**src/rtl/dram_addr_mapper_if.sv**
```systemverilog
// ============================================================================
// Module   : dram_addr_mapper_if
// Purpose  : Request/result bus of the DRAM address mapper: an address
//            request channel, a table-clear strobe, and the decoded result
//            channel with row-hit and error flags.
// Revision : 1.0 - initial release
// ============================================================================
`default_nettype none

interface dram_addr_mapper_if #(
  parameter int ADDR_WIDTH = 13,
  parameter int BANK_W     = 3,
  parameter int ROW_W      = 7,
  parameter int COL_W      = 3
) ();

  logic                  in_valid;
  logic                  in_ready;
  logic [ADDR_WIDTH-1:0] in_addr;
  logic                  tbl_clr;
  logic                  out_valid;
  logic                  out_ready;
  logic [BANK_W-1:0]     out_bank;
  logic [ROW_W-1:0]      out_row;
  logic [COL_W-1:0]      out_col;
  logic                  out_row_hit;
  logic                  out_err;

  // Requester side: issues addresses and consumes mapped results
  modport master (
    output in_valid, in_addr, tbl_clr, out_ready,
    input  in_ready, out_valid, out_bank, out_row, out_col, out_row_hit, out_err
  );

  // Mapper side
  modport slave (
    input  in_valid, in_addr, tbl_clr, out_ready,
    output in_ready, out_valid, out_bank, out_row, out_col, out_row_hit, out_err
  );

endinterface

`default_nettype wire

```
**src/rtl/dram_addr_mapper.sv**
```systemverilog
// ============================================================================
// Module   : dram_addr_mapper
// Purpose  : Splits an L2 request address into DRAM bank/row/column fields
//            using one of three layouts (bank:row:col, row:bank:col, or
//            XOR-hashed bank:row:col), flags address bits beyond the mapped
//            range, and presents the result through a single registered
//            valid/ready output stage.
//            Optional macro DRAM_ADDR_MAPPER_HIT_TRACK_EN adds a per-bank
//            open-row table and drives out_row_hit; without it the hit flag
//            is constant zero and tbl_clr is ignored.
// Revision : 1.0 - initial release
// ============================================================================
`default_nettype none

module dram_addr_mapper #(
  parameter int ADDR_WIDTH   = 13,
  parameter int NUM_OF_BANKS = 8,
  parameter int NUM_OF_ROWS  = 128,
  parameter int NUM_OF_COLS  = 8,
  parameter int MAP_MODE     = 0
) (
  input  wire logic         clk,
  input  wire logic         rst_n,
  dram_addr_mapper_if.slave bus
);

  localparam int C_BW   = $clog2(NUM_OF_BANKS);
  localparam int C_RW   = $clog2(NUM_OF_ROWS);
  localparam int C_CW   = $clog2(NUM_OF_COLS);
  localparam int C_USED = C_BW + C_RW + C_CW;

  localparam bit C_BANKS_POW2 = (NUM_OF_BANKS > 0) && ((NUM_OF_BANKS & (NUM_OF_BANKS - 1)) == 0);
  localparam bit C_ROWS_POW2  = (NUM_OF_ROWS  > 0) && ((NUM_OF_ROWS  & (NUM_OF_ROWS  - 1)) == 0);
  localparam bit C_COLS_POW2  = (NUM_OF_COLS  > 0) && ((NUM_OF_COLS  & (NUM_OF_COLS  - 1)) == 0);

  // Refuse to build a mapper whose fields do not fit or do not tile exactly
  if (!C_BANKS_POW2 || !C_ROWS_POW2 || !C_COLS_POW2) begin : g_cfg_pow2_err
    $error("dram_addr_mapper: bank/row/column counts must be powers of two");
  end
  if (ADDR_WIDTH < C_USED) begin : g_cfg_width_err
    $error("dram_addr_mapper: ADDR_WIDTH smaller than bank+row+col width");
  end
  if (MAP_MODE < 0 || MAP_MODE > 2) begin : g_cfg_mode_err
    $error("dram_addr_mapper: MAP_MODE must be 0, 1 or 2");
  end

  // --------------------------------------------------------------------------
  // Address decode
  // --------------------------------------------------------------------------
  logic [C_BW-1:0] w_bank;
  logic [C_RW-1:0] w_row;
  logic [C_CW-1:0] w_col;
  logic            w_err;
  logic            w_hit;
  logic            w_accept;

  assign w_col = bus.in_addr[C_CW-1:0];

  if (MAP_MODE == 1) begin : g_map_row_bank_col
    assign w_row  = bus.in_addr[C_USED-1 -: C_RW];
    assign w_bank = bus.in_addr[C_CW+C_BW-1 : C_CW];
  end else begin : g_map_bank_row_col
    logic [C_BW-1:0] w_bank_lin;
    assign w_row      = bus.in_addr[C_CW+C_RW-1 : C_CW];
    assign w_bank_lin = bus.in_addr[C_USED-1 -: C_BW];
    if (MAP_MODE == 2) begin : g_hash
      // Spreads consecutive rows of one linear bank across banks
      if (C_RW >= C_BW) begin : g_row_wide
        assign w_bank = w_bank_lin ^ w_row[C_BW-1:0];
      end else begin : g_row_narrow
        assign w_bank = w_bank_lin ^ C_BW'(w_row);
      end
    end else begin : g_linear
      assign w_bank = w_bank_lin;
    end
  end

  // Any set bit above the mapped range marks the request as out of range
  if (ADDR_WIDTH > C_USED) begin : g_err_chk
    assign w_err = |bus.in_addr[ADDR_WIDTH-1:C_USED];
  end else begin : g_err_none
    assign w_err = 1'b0;
  end

  // --------------------------------------------------------------------------
  // Handshake
  // --------------------------------------------------------------------------
  logic out_valid_q, out_valid_d;

  assign bus.in_ready = !out_valid_q || bus.out_ready;
  assign w_accept     = bus.in_valid && bus.in_ready;

  // --------------------------------------------------------------------------
  // Open-row table
  // --------------------------------------------------------------------------
`ifdef DRAM_ADDR_MAPPER_HIT_TRACK_EN
  logic [NUM_OF_BANKS-1:0] tbl_vld_q, tbl_vld_d;
  logic [C_RW-1:0]         tbl_row_q [NUM_OF_BANKS];

  // A clear in the same cycle wins over the stored entry, so the hit is forced low
  assign w_hit = !bus.tbl_clr && tbl_vld_q[w_bank] && (tbl_row_q[w_bank] == w_row);

  // Clear first, then mark the accepted bank open
  always_comb begin
    tbl_vld_d = bus.tbl_clr ? '0 : tbl_vld_q;
    if (w_accept) begin
      tbl_vld_d[w_bank] = 1'b1;
    end
  end

  // Table state: valid bits and the last row opened in each bank
  always_ff @(posedge clk or negedge rst_n) begin
    if (!rst_n) begin
      tbl_vld_q <= '0;
      for (int i = 0; i < NUM_OF_BANKS; i++) begin
        tbl_row_q[i] <= '0;
      end
    end else begin
      tbl_vld_q <= tbl_vld_d;
      if (w_accept) begin
        tbl_row_q[w_bank] <= w_row;
      end
    end
  end
`else
  logic w_unused_tbl_clr;

  assign w_unused_tbl_clr = bus.tbl_clr;
  assign w_hit            = 1'b0;
`endif

  // --------------------------------------------------------------------------
  // Output register
  // --------------------------------------------------------------------------
  logic [C_BW-1:0] out_bank_q, out_bank_d;
  logic [C_RW-1:0] out_row_q,  out_row_d;
  logic [C_CW-1:0] out_col_q,  out_col_d;
  logic            out_hit_q,  out_hit_d;
  logic            out_err_q,  out_err_d;

  // Load on accept, drop valid once consumed, otherwise hold everything
  always_comb begin
    out_valid_d = out_valid_q;
    out_bank_d  = out_bank_q;
    out_row_d   = out_row_q;
    out_col_d   = out_col_q;
    out_hit_d   = out_hit_q;
    out_err_d   = out_err_q;
    if (w_accept) begin
      out_valid_d = 1'b1;
      out_bank_d  = w_bank;
      out_row_d   = w_row;
      out_col_d   = w_col;
      out_hit_d   = w_hit;
      out_err_d   = w_err;
    end else if (bus.out_ready) begin
      out_valid_d = 1'b0;
    end
  end

  // Result stage registers; reset discards any held result
  always_ff @(posedge clk or negedge rst_n) begin
    if (!rst_n) begin
      out_valid_q <= 1'b0;
      out_bank_q  <= '0;
      out_row_q   <= '0;
      out_col_q   <= '0;
      out_hit_q   <= 1'b0;
      out_err_q   <= 1'b0;
    end else begin
      out_valid_q <= out_valid_d;
      out_bank_q  <= out_bank_d;
      out_row_q   <= out_row_d;
      out_col_q   <= out_col_d;
      out_hit_q   <= out_hit_d;
      out_err_q   <= out_err_d;
    end
  end

  assign bus.out_valid   = out_valid_q;
  assign bus.out_bank    = out_bank_q;
  assign bus.out_row     = out_row_q;
  assign bus.out_col     = out_col_q;
  assign bus.out_row_hit = out_hit_q;
  assign bus.out_err     = out_err_q;

endmodule

`default_nettype wire

```
**src/flat_wrapper.sv**
```systemverilog
// flat-port wrapper written by rule: the top's interface ports become plain ports
module dram_addr_mapper_flat 
#(
  parameter int ADDR_WIDTH   = 13,
  parameter int NUM_OF_BANKS = 8,
  parameter int NUM_OF_ROWS  = 128,
  parameter int NUM_OF_COLS  = 8,
  parameter int MAP_MODE     = 0
)
  (clk, rst_n, bus_in_valid, bus_in_addr, bus_tbl_clr, bus_out_ready, bus_in_ready, bus_out_valid, bus_out_bank, bus_out_row, bus_out_col, bus_out_row_hit, bus_out_err);
  dram_addr_mapper_if #(.ADDR_WIDTH(ADDR_WIDTH), .BANK_W(3), .ROW_W(7), .COL_W(3)) bus_i ();
  input  wire logic clk;
  input  wire logic rst_n;
  input wire logic [$bits(bus_i.in_valid)-1:0] bus_in_valid;
  input wire logic [$bits(bus_i.in_addr)-1:0] bus_in_addr;
  input wire logic [$bits(bus_i.tbl_clr)-1:0] bus_tbl_clr;
  input wire logic [$bits(bus_i.out_ready)-1:0] bus_out_ready;
  output wire logic [$bits(bus_i.in_ready)-1:0] bus_in_ready;
  output wire logic [$bits(bus_i.out_valid)-1:0] bus_out_valid;
  output wire logic [$bits(bus_i.out_bank)-1:0] bus_out_bank;
  output wire logic [$bits(bus_i.out_row)-1:0] bus_out_row;
  output wire logic [$bits(bus_i.out_col)-1:0] bus_out_col;
  output wire logic [$bits(bus_i.out_row_hit)-1:0] bus_out_row_hit;
  output wire logic [$bits(bus_i.out_err)-1:0] bus_out_err;
  assign bus_i.in_valid = bus_in_valid;
  assign bus_i.in_addr = bus_in_addr;
  assign bus_i.tbl_clr = bus_tbl_clr;
  assign bus_i.out_ready = bus_out_ready;
  assign bus_in_ready = bus_i.in_ready;
  assign bus_out_valid = bus_i.out_valid;
  assign bus_out_bank = bus_i.out_bank;
  assign bus_out_row = bus_i.out_row;
  assign bus_out_col = bus_i.out_col;
  assign bus_out_row_hit = bus_i.out_row_hit;
  assign bus_out_err = bus_i.out_err;
  dram_addr_mapper #(.ADDR_WIDTH(ADDR_WIDTH), .NUM_OF_BANKS(NUM_OF_BANKS), .NUM_OF_ROWS(NUM_OF_ROWS), .NUM_OF_COLS(NUM_OF_COLS), .MAP_MODE(MAP_MODE)) u_core (.clk(clk), .rst_n(rst_n), .bus(bus_i));
endmodule
```
**config.mk**
```make
export PLATFORM = sky130hd
export DESIGN_NAME = dram_addr_mapper_flat
export DESIGN_NICKNAME = d
export VERILOG_FILES = /design/src/rtl/dram_addr_mapper_if.sv /design/src/rtl/dram_addr_mapper.sv /design/src/flat_wrapper.sv
export SDC_FILE = /design/constraint.sdc
export NUM_CORES = 1
export LEC_CHECK = 0
export CORE_ASPECT_RATIO = 1.1
export CORE_MARGIN = 2
export CORE_UTILIZATION = 39
export DETAILED_ROUTE_END_ITERATION = 10
export PLACE_DENSITY = 0.82
export SLEW_MARGIN = 10
export SYNTH_ARGS = -nofsm -noshare
export SYNTH_HDL_FRONTEND = slang
export SYNTH_SLANG_ARGS = --single-unit
```
**constraint.sdc**
```tcl
create_clock -name clk -period 2.3 [get_ports clk]
set_input_delay 0.345 -clock clk [delete_from_list [all_inputs] [get_ports clk]]
set_output_delay 0.345 -clock clk [all_outputs]
set_load 0.1 [all_outputs]
```
==> summary.md <==
| Metric | Value |
|---|---|
| Status | completed |
| All-layer global routing usage | 13.4% |
| Pins Over Slew Limit | 0 |
| Via count of the routed design | ~380 |
| Routed wirelength normalized by instance count | roughly 13 um |
| Largest net degree at the start of global routing | 15 |
| Number of core rows | 14 |
| Synth warn | 0 |
| Pre-CTS WS | 0.652 ns |
| Capturing element type of the critical path | primary output |
| Cells along the critical path | clkdlybuf4s50_1 > nand2b_4 > buf_12 |
| Ratio of total power to cell area | roughly 1000 mW/mm^2 |
| Longest Clk Path Bufs | 2 |
| Switching part of the total | 46.0% |
| Root cell of the clock tree | clkbuf_4 |
| Total congestion overflow | 0 |
| Number of diodes added for antenna fixing | 0 |
| Gate power share | between 40% and 50% |
| Number of setup buffers added after CTS | 0 |
| DR vias/cell | 4.54 |
| Number of buffers inserted by hold repair at cts | 0 |
| Count of port buffers added during placement | 31 |
| DRC violation count after routing | 0 |
| Max transition margin | around three fifths |
| Total area of multi-input combinational cells | between 200 and 250 sq um |
| Sequential group share of total power | between 30% and 40% |
| Maximum clock skew at final layout | ~0.0054 ns |
| Worst setup SP type | primary input |
| Final weighted congestion of routability-driven global placement | 0.648 |
| Worst-case vdd ir drop | 0.000453 V |
| Master of the slowest instance on the critical path | clkdlybuf4s50_1 |
| Die Span X | just over 40 um |
| Post-route setup slack | ~0.81 ns |
| Starting density of the core | between 40 and 50% |
| Crit path largest cell delay | roughly 0.47 ns |
| Commonest non-fill, non-tap cells in the layout | clkdlybuf4s50_1, buf_4, dfrtp_1 |
| Area share of the largest cell type after synthesis | roughly 58% |
| Starting DRC count in detailed routing | 2 |
| Vias in the first global route | 430 |
| Number of library cell types mapped by synthesis | 9 |
| First-pass GRT wire length | about 1800 um |
| Setup repair after global routing missed its margin | false |
| Largest fanout on the critical path | 3 |
| First-pass iteration count of the detailed router | 2 |
| Pin slew with the least headroom to its limit | approximately 0.6 ns |
| Post-Synthesis Cell Area | between 600 and 700 sq um |
| Area occupied by registers | between 300 and 400 sq um |
| Initial antenna violation count | 0 |
| Die area | approximately 0.0019 sq mm |
| DP HPWL | 850 um |
| CTS Sinks | 14 |
| Max-cap violations | 0 |
| Final period util | between 60 and 70% |
| Fill cell count | around 110 |
| Total internal power | approximately 0.5 mW |
| Synthesized netlist cell count | 34 |
| Clock buffers created by TritonCTS | 3 |
| Data required time of the worst path | slightly below 2 ns |
| Clock tree from TritonCTS | done |
| Quantity of gates resized following cts | 0 |
| Relative area change from synthesis to final layout | 51.2% |
| Top post-synthesis cells by area | dfrtp_1, mux2_4, mux2_2 |
| Total Power | approximately 0.92 mW |
| Routed Wire Length | around 1000 um |
| Clock power frac | a little under a fifth |
| Final count of negative-setup-slack endpoints | 0 |
| Type of the most critical hold path | primary input to asynchronous set/reset pin |
| Antenna-violating nets left | 0 |
| Vertical extent of the die | ~45 um |
| Average cell area after synthesis | between 15 and 20 sq um |
| Later-pin clock latency in the skew report | between 0.2 and 0.3 ns |
| Core Box Area | approximately 0.0014 sq mm |
| H-tree Lvls | 1 |
| Fin nets | 86 |
| Share of the yosys chip area belonging to registers | around 58% |
| Total Negative Setup Slacks | 0 ns |
| Layout cell share with drive strength beyond 1 | approximately half |
| IO Pins | 35 |
| Largest area contributor in the netlist | dfrtp_1 |
| Final Critical Period | between 1 and 1.5 ns |
| Net switching power figure | ~0.42 mW |
| Leakage component of the power | 0.449 nW |
| Most common cell after layout, fill and taps aside | clkdlybuf4s50_1 |
| Fmax | around 0.67 GHz |
| Critical path arrival | between 1 and 1.5 ns |
| Critical path class | primary input to primary output |
| Number of synthesized register bits | 14 |
| Clock slew seen by the registers of the worst setup and hold paths | roughly 0.09 ns |
| Hold Fails Final Rpt | 0 |
power groups by stage:
stage	Clock, mW	Combinational (mW)	Sequential (mW)
after CTS	0.179	0.450	0.300
after global placement	0	0.447	0.304
after global routing	0.196	0.458	0.306
final	0.174	0.447	0.300
after floorplan	0	0.0925	0.562
after detailed placement	0	0.449	0.305
worst paths after layout:
check | startpoint | endpoint | slack, ns | cells past startpoint
hold / removal | rst_n | u_core.bus.out_valid | 0.44 | 1
setup / recovery | bus_out_ready | bus_in_ready | 0.81 | 3
min in group clk | u_core.bus.out_col[1] | u_core.bus.out_col[1] | 0.51 | 1
setup reg to reg | u_core.bus.out_valid | u_core.bus.out_row[6] | 1.11 | 3
max in group asynchronous | rst_n | u_core.bus.out_bank[2] | 1.47 | 1
hold reg to reg | u_core.bus.out_col[1] | u_core.bus.out_col[1] | 0.51 | 1
metal layers:
| metal | GRT usage [%] | vias up | wire length (um) |
|---|---|---|---|
| li1 | - | 176 | - |
| met1 | 16.4 | 180 | 437 |
| met2 | 20.3 | 19 | 502 |
| met3 | 6.40 | 2 | 101 |
| met4 | 5.81 | 0 | 5 |
| met5 | 0 | - | 0 |
cells in the mapped netlist, drive strengths merged:
master and number:
conb 1, dfrtp 14, nand2 1, nand2b 1, mux2 13, or2b 1, buf 3
metrics by stage:
| stage | std cells | hold slack (ns) | util, % | cell area (sq um) |
|---|---|---|---|---|
| after floorplan | 35 | 0.0494 | - | 609 |
| after global routing | 83 | 0.484 | 64.6 | 916 |
| after global placement | 79 | 0.490 | 62.0 | 880 |
| final | 83 | 0.440 | 64.6 | 916 |
| after CTS | 83 | 0.473 | 64.6 | 916 |
| after detailed placement | 79 | 0.494 | 62.0 | 880 |
flip-flops by register name, indices dropped and copies added (netlist names):
register / count
u_core.bus.out_bank: 3
u_core.bus.out_col: 3
u_core.bus.out_row: 7
u_core.bus.out_valid: 1
cells by family (layout without fill, tap and decap cells):
family	Yosys count	count (layout)	synth area share, %
flops	14	14	57.9
mux	13	13	30.4
simple gates	3	3	5.37
buf+inv	3	35	5.78
other cells	1	2	0.619
critical path: cells and delay by family:
kind                   cells  cell delay (ns)
buffers and inverters      2             0.65
AND/OR/NAND/NOR            1             0.15
area by class of cell:
| type | count | area share [%] |
|---|---|---|
| flip-flops and latches | 14 | 38.3 |
| multi-input cells | 18 | 24.5 |
| repair buffers | 31 | 31.1 |
| clock buffers | 4 | 3.96 |
| well taps | 16 | 2.19 |
Note: power is estimated with default switching activity, not from simulation.
